**src/rtl/video_in_stream_decoder.sv**
```systemverilog
// Camera timing (PIXEL_DATA/LINE_VALID/FRAME_VALID) to Avalon-ST packet stream with crop window,
// output FIFO, overflow/short-frame recovery. Optional VIDEO_IN_TEST_PATTERN_EN adds test_mode.
module video_in_stream_decoder #(
  parameter int DW         = 12,
  parameter int FIFO_DEPTH = 16,
  parameter int X_START    = 0,
  parameter int WIDTH      = 640,
  parameter int Y_START    = 0,
  parameter int HEIGHT     = 480
) (
  input  logic          clk,
  input  logic          reset,
  input  logic          pixel_en,
  input  logic [DW-1:0] PIXEL_DATA,
  input  logic          LINE_VALID,
  input  logic          FRAME_VALID,
`ifdef VIDEO_IN_TEST_PATTERN_EN
  input  logic          test_mode,
`endif
  output logic [DW-1:0] out_data,
  output logic          out_startofpacket,
  output logic          out_endofpacket,
  output logic          out_valid,
  input  logic          out_ready,
  input  logic          clear_status,
  output logic          overflow,
  output logic          short_frame,
  output logic [15:0]   frame_count
);

  localparam int XEND = X_START + WIDTH;
  localparam int YEND = Y_START + HEIGHT;
  localparam int MAXV = (XEND > YEND) ? XEND : YEND;
  localparam int CW   = $clog2(MAXV + 1);
  localparam int AW   = $clog2(FIFO_DEPTH);
  localparam int BW   = DW + 2;

  localparam logic [CW-1:0] XS      = CW'(X_START);
  localparam logic [CW-1:0] YS      = CW'(Y_START);
  localparam logic [CW-1:0] W_C     = CW'(WIDTH);
  localparam logic [CW-1:0] H_C     = CW'(HEIGHT);
  localparam logic [CW-1:0] WL_C    = CW'(WIDTH - 1);
  localparam logic [CW-1:0] HL_C    = CW'(HEIGHT - 1);
  localparam logic [AW:0]   DEPTH_C = (AW + 1)'(FIFO_DEPTH);

  typedef enum logic [1:0] {SYNC, ARMED, ACTIVE, FLUSH} state_t;

  state_t          state_q;
  logic            s_vld_q, s_lv_q, s_fv_q;
  logic [DW-1:0]   s_data_q;
  logic            p_lv_q, p_fv_q;
  logic [CW-1:0]   x_q, y_q;
  logic            sop_seen_q, eop_done_q, term_q;
  logic            overflow_q, short_q;
  logic [15:0]     fcnt_q;

  logic [BW-1:0]   mem_q [FIFO_DEPTH];
  logic [AW-1:0]   wr_ptr_q, rd_ptr_q, rd_ptr_d;
  logic [AW:0]     count_q, count_d;
  logic [BW-1:0]   rd_data_q;
  logic            out_valid_q, out_valid_d;

  logic            rise, px_live, armed_rise;
  logic [CW-1:0]   cur_x, cur_y, off_x, off_y;
  logic            cap, cap_sop, cap_eop, cap_push, cap_drop;
  logic [DW-1:0]   cap_data;
  logic            pop, full, room, term_push, push;
  logic [BW-1:0]   push_word;
  logic            short_set, flush_end, term_owe;

  // Input sample register: everything downstream works on qualified samples only.
  always_ff @(posedge clk) begin
    if (reset) begin
      s_vld_q  <= 1'b0;
      s_lv_q   <= 1'b0;
      s_fv_q   <= 1'b0;
      s_data_q <= '0;
    end else begin
      s_vld_q <= pixel_en;
      if (pixel_en) begin
        s_lv_q   <= LINE_VALID;
        s_fv_q   <= FRAME_VALID;
        s_data_q <= PIXEL_DATA;
      end
    end
  end

  always_comb begin
    rise       = s_fv_q & ~p_fv_q;
    armed_rise = (state_q == ARMED) & rise;
    px_live    = s_vld_q & s_fv_q & s_lv_q & ((state_q == ACTIVE) | armed_rise);
    cur_x      = (state_q == ARMED) ? '0 : x_q;
    cur_y      = (state_q == ARMED) ? '0 : y_q;
    // Offsets wrap to large values below the window start, so one compare covers both bounds.
    off_x      = cur_x - XS;
    off_y      = cur_y - YS;
    cap        = px_live & (off_x < W_C) & (off_y < H_C) &
                 ~((state_q == ACTIVE) & eop_done_q);
    cap_sop    = (off_x == '0) & (off_y == '0);
    cap_eop    = (off_x == WL_C) & (off_y == HL_C);
`ifdef VIDEO_IN_TEST_PATTERN_EN
    cap_data   = test_mode ? (DW'(off_x) + DW'(off_y)) : s_data_q;
`else
    cap_data   = s_data_q;
`endif
    pop        = out_valid_q & out_ready;
    full       = (count_q == DEPTH_C);
    room       = ~full | pop;
    term_push  = term_q & room;
    cap_push   = cap & ~term_q & room;
    cap_drop   = cap & ~cap_push;
    push       = term_push | cap_push;
    push_word  = term_push ? {1'b0, 1'b1, {DW{1'b0}}} : {cap_sop, cap_eop, cap_data};
    short_set  = s_vld_q & ~s_fv_q & (state_q == ACTIVE) & sop_seen_q & ~eop_done_q;
    flush_end  = s_vld_q & ~s_fv_q & (state_q == FLUSH);
    term_owe   = short_set | flush_end;
    rd_ptr_d   = rd_ptr_q + AW'(pop);
    count_d    = count_q + (AW + 1)'(push) - (AW + 1)'(pop);
    out_valid_d = (count_q - (AW + 1)'(pop)) != '0;
  end

  always_ff @(posedge clk) begin
    if (reset) begin
      state_q    <= SYNC;
      p_lv_q     <= 1'b0;
      p_fv_q     <= 1'b0;
      x_q        <= '0;
      y_q        <= '0;
      sop_seen_q <= 1'b0;
      eop_done_q <= 1'b0;
      term_q     <= 1'b0;
      overflow_q <= 1'b0;
      short_q    <= 1'b0;
      fcnt_q     <= '0;
    end else begin
      if (s_vld_q) begin
        p_lv_q <= s_lv_q;
        p_fv_q <= s_fv_q;
      end
      case (state_q)
        SYNC: if (s_vld_q & ~s_fv_q) state_q <= ARMED;
        ARMED: begin
          if (s_vld_q & rise) begin
            state_q    <= ACTIVE;
            sop_seen_q <= 1'b0;
            eop_done_q <= 1'b0;
            y_q        <= '0;
            x_q        <= s_lv_q ? CW'(1) : '0;
          end
        end
        ACTIVE: begin
          if (s_vld_q) begin
            if (~s_fv_q) begin
              state_q <= ARMED;
            end else if (s_lv_q) begin
              x_q <= (x_q == '1) ? x_q : x_q + 1'b1;
            end else if (p_lv_q) begin
              y_q <= (y_q == '1) ? y_q : y_q + 1'b1;
              x_q <= '0;
            end
          end
        end
        FLUSH: if (s_vld_q & ~s_fv_q) state_q <= ARMED;
        default: state_q <= SYNC;
      endcase
      if (cap_drop) state_q <= FLUSH;
      if (cap_push & cap_sop) sop_seen_q <= 1'b1;
      if (cap_push & cap_eop) eop_done_q <= 1'b1;
      term_q     <= (term_q & ~term_push) | term_owe;
      overflow_q <= cap_drop  ? 1'b1 : (clear_status ? 1'b0 : overflow_q);
      short_q    <= short_set ? 1'b1 : (clear_status ? 1'b0 : short_q);
      if (push & push_word[DW]) fcnt_q <= fcnt_q + 16'd1;
    end
  end

  // Show-ahead FIFO with a registered read port; the head register is reloaded every cycle.
  always_ff @(posedge clk) begin
    if (reset) begin
      for (int i = 0; i < FIFO_DEPTH; i++) mem_q[i] <= '0;
      wr_ptr_q    <= '0;
      rd_ptr_q    <= '0;
      count_q     <= '0;
      rd_data_q   <= '0;
      out_valid_q <= 1'b0;
    end else begin
      for (int i = 0; i < FIFO_DEPTH; i++) begin
        if (push && (wr_ptr_q == AW'(i))) mem_q[i] <= push_word;
      end
      if (push) wr_ptr_q <= wr_ptr_q + 1'b1;
      rd_ptr_q    <= rd_ptr_d;
      count_q     <= count_d;
      rd_data_q   <= mem_q[rd_ptr_d];
      out_valid_q <= out_valid_d;
    end
  end

  assign out_data          = rd_data_q[DW-1:0];
  assign out_endofpacket   = rd_data_q[DW];
  assign out_startofpacket = rd_data_q[DW+1];
  assign out_valid         = out_valid_q;
  assign overflow          = overflow_q;
  assign short_frame       = short_q;
  assign frame_count       = fcnt_q;

endmodule
```
**config.mk**
```make
export PLATFORM = sky130hd
export DESIGN_NAME = video_in_stream_decoder
export DESIGN_NICKNAME = d
export VERILOG_FILES = /design/src/rtl/video_in_stream_decoder.sv
export SDC_FILE = /design/constraint.sdc
export NUM_CORES = 1
export LEC_CHECK = 0
export CORE_ASPECT_RATIO = 1.4
export CORE_MARGIN = 1
export CORE_UTILIZATION = 45
export CTS_BUF_LIST = sky130_fd_sc_hd__clkbuf_16
export DETAILED_ROUTE_END_ITERATION = 8
export GPL_TIMING_DRIVEN = 0
export PLACE_DENSITY_LB_ADDON = 0.15
export REMOVE_ABC_BUFFERS = 1
export SLEW_MARGIN = 20
export SYNTH_ARGS = -nofsm -noshare
export SYNTH_HDL_FRONTEND = slang
export SYNTH_SLANG_ARGS = --single-unit
```
**constraint.sdc**
```tcl
create_clock -name clk -period 6.3 [get_ports clk]
set_input_delay 1.26 -clock clk [delete_from_list [all_inputs] [get_ports clk]]
set_output_delay 1.26 -clock clk [all_outputs]
set_load 0.05 [all_outputs]
```
==> key figures <==
Status
  – Outcome: completed

Worst setup path
  – Worst path arrival time: 4.71 ns
  – CP Data Required Time: 6.42 ns
  – Max stage delay on crit path: 1.03 ns
  – Worst setup EP type: flop
  – Critical path type: in2reg
  – Crit-path max FO: 18
  – Worst setup path startpoint: out_ready
  – CP startpoint kind: input port
  – CP max-delay cell: nand2b_1
  – RR Startpoint: state_q[0]$_SDFFE_PP0P_
  – Critical-path cell list: clkdlybuf4s50_1 -> and2_1 -> or4_1 -> o21a_1 -> nand4b_1 -> nand2b_1

Finish
  – Most common cell after layout, fill and taps aside: edfxtp_1
  – Core Util, Final: 52.7%
  – Layout area overhead: 15.3%
  – Final instance area: 15400 um2
  – Nets: 1071
  – Share of post-route cells with drive strength above 1: 12.1%
  – Fin cells: 1437
  – N_diodes: 0
  – Most frequent cells in the layout: 224 x edfxtp_1, 196 x nor2_1, 88 x dfxtp_1, 56 x mux4_2, 50 x clkdlybuf4s50_1

Yosys
  – Simple-gate share of the synthesized area: 12.6%
  – Post-synth EDFFs: 224
  – Compound-gate portion of the synthesized area: 5.15%
  – Syn avg cell area: 13.3 um2
  – Post-synth ARST share: 0%
  – Synth Flop Type: edfxtp_1
  – Register bit total from synthesis: 312
  – Largest family of logic cells by synthesized area: simple AND/OR/NAND/NOR gates
  – Post-synthesis xor/xnor area fraction: 1.51%
  – Cell area after synthesis: 13300 um2
  – Multiplexer share of the synthesized area: 12.0%
  – Cells after synthesis: 1006
  – Sequential fraction of the synthesis area: 63.6%
  – Synth cell types: 54
  – Syn. warnings: 0
  – Adder-Cell Fraction of Synth Area: 2.03%

Placed design
  – Placed cells: 1375
  – Pre-CTS WS: 1.14 ns
  – HPWL after DPL: 18200 um
  – RePlAce Congestion: 0.803
  – Post-DP Area: 14300 um2
  – Port Buffer Count: 51

STA
  – Setup ws final: 1.71 ns
  – Worst-Margin Slew: 1.01 ns
  – Fin crit share: 72.8%
  – Fmax achieved: 0.218 GHz
  – Setup violators final: 0
  – Tmin final: 4.59 ns
  – Setup TNS: 0 ns
  – Clock skew: 0.0227 ns
  – Hold_ws: 0.464 ns
  – Final hold vios: 0
  – RSZ-0062 raised after global routing: false
  – Slew Limit Fails: 0
  – Worst relative slew slack: 32.7%

Clocking
  – H-tree depth: 2
  – CTS Hold Bufs: 0
  – Resize count post-CTS: 0
  – Root Driver: clkbuf_16
  – CTS tree: done
  – Post-CTS setup buffer count: 0
  – Clock Sink Count: 312
  – Skew-Pair Late Insertion Delay: 0.52 ns
  – Number of buffers created by CTS: 34
  – Clock Pin Slew Worst Setup and Hold Paths: 0.06 ns
  – Clk buf depth: 3

Pwr
  – Power, Total: 5.04 mW
  – Sw frac: 24.3%
  – Sequential Power Share: 46.4%
  – Leakage power: 5.34 nW
  – PD cells: 328 nW/um2
  – Net Switching: 1.22 mW
  – Clock Power Share: 38.6%
  – Peak supply drop: 241 uV
  – Comb pwr share: 15.1%
  – Int Power: 3.82 mW

Floorplanning
  – Initial core utilization: 45.7%
  – Row cnt: 74
  – DIE HEIGHT: 206 um
  – IO Pins: 52
  – Core area: 29200 um2
  – Die ar.: 30300 um2
  – Chip width: 148 um

Detailed routing
  – DR pass1 iterations: 4
  – Vias per inst: 5.41
  – Post-DR wirelength/cell: 18.5 um
  – Via count: 7769
  – Starting DRT DRC Count: 420
  – Drt total wl: 26500 um
  – Antenna-violating nets left: 0
  – DRC viols: 0

Global routing
  – Total GRT Usage: 18.4%
  – Vias in the first global route: 8086
  – GRT overflow: 0
  – First-pass GRT wire length: 43000 um
  – Largest net degree at the start of global routing: 58
  – Initial antenna violation count: 0

Job
  – Max_cap viols: 0

Hold path
  – Hold_sp: overflow$_SDFFE_PP0P_
  – Min-delay worst type: reg2reg
-- cell type report --
class / instances / area (um2)
fill: 2459 / 13800
inverter: 31 / 116
multi-input combinational: 594 / 4520
clock buffer: 37 / 926
clock inverter: 25 / 175
timing repair buffer: 58 / 678
sequential: 312 / 8490
tap: 380 / 475
-- metal layers --
layer	vias to the layer above	track usage [%]	wire [um]
li1	3730	-	-
met1	3862	20.9	10500
met2	132	34.6	14300
met3	45	2.59	931
met4	0	7.25	758
met5	-	0	0
-- final timing paths --
check | endpoint | slack [ns] | cells after the start
hold reg to reg | overflow$_SDFFE_PP0P_ | 0.46 | 2
hold / removal | overflow$_SDFFE_PP0P_ | 0.46 | 2
setup reg to reg | mem_q[8][6]$_SDFFCE_PN0P_ | 1.73 | 8
setup / recovery | mem_q[8][6]$_SDFFCE_PN0P_ | 1.71 | 6
-- logic make-up after synthesis --
kind of cell / count (synthesis)
simple gates: 358
compound gates: 102
flops: 312
fa+ha+maj: 21
mux: 90
xor+xnor: 23
buf+inv: 100
-- cells in the mapped netlist, drive strengths merged, types with 2 or more instances --
cell type | n | area (um2)
a211oi | 30 | 225
a21o | 9 | 67.6
a21oi | 28 | 140
a31oi | 3 | 18.8
and2 | 5 | 31.3
and3 | 11 | 68.8
and3b | 3 | 26.3
and4 | 3 | 26.3
buf | 22 | 111
clkbuf | 47 | 178
dfxtp | 88 | 1760
edfxtp | 224 | 6730
ha | 20 | 250
inv | 31 | 116
mux2i | 33 | 330
mux4 | 56 | 1260
nand2 | 36 | 135
nand2b | 15 | 93.8
nand3 | 16 | 80.1
nand4 | 15 | 93.8
nand4b | 7 | 61.3
nor2 | 196 | 736
nor2b | 23 | 144
nor3b | 3 | 22.5
nor4 | 4 | 25.0
o21a | 2 | 15.0
o21ai | 16 | 80.1
or3 | 15 | 93.8
or4 | 4 | 33.8
xnor2 | 6 | 52.6
xor2 | 17 | 149
-- power groups by stage --
stage	logic, mW	registers (mW)	clock network [mW]
4_1_cts	0.775	2.34	1.99
5_1_grt	0.824	2.35	2.07
6_report	0.759	2.34	1.94
3_5_place_dp	0.774	2.38	0
3_3_place_gp	0.769	2.38	0
2_1_floorplan	0.514	2.43	0
-- flip-flops by register name (all words and copies together) (netlist names), 2 cells and up --
register,count
state_q,2
rd_ptr_q,4
y_q,10
cap_data,12
count_q,5
wr_ptr_q,4
mem_q,224
rd_data_q,14
frame_count,16
x_q,10
-- critical path: cells and delay by family --
| family | cells | cell delay [ns] |
|---|---|---|
| simple gates | 4 | 2.38 |
| buf+inv | 1 | 0.44 |
| compound gates | 1 | 0.60 |
(Power assumes the default switching activity.)
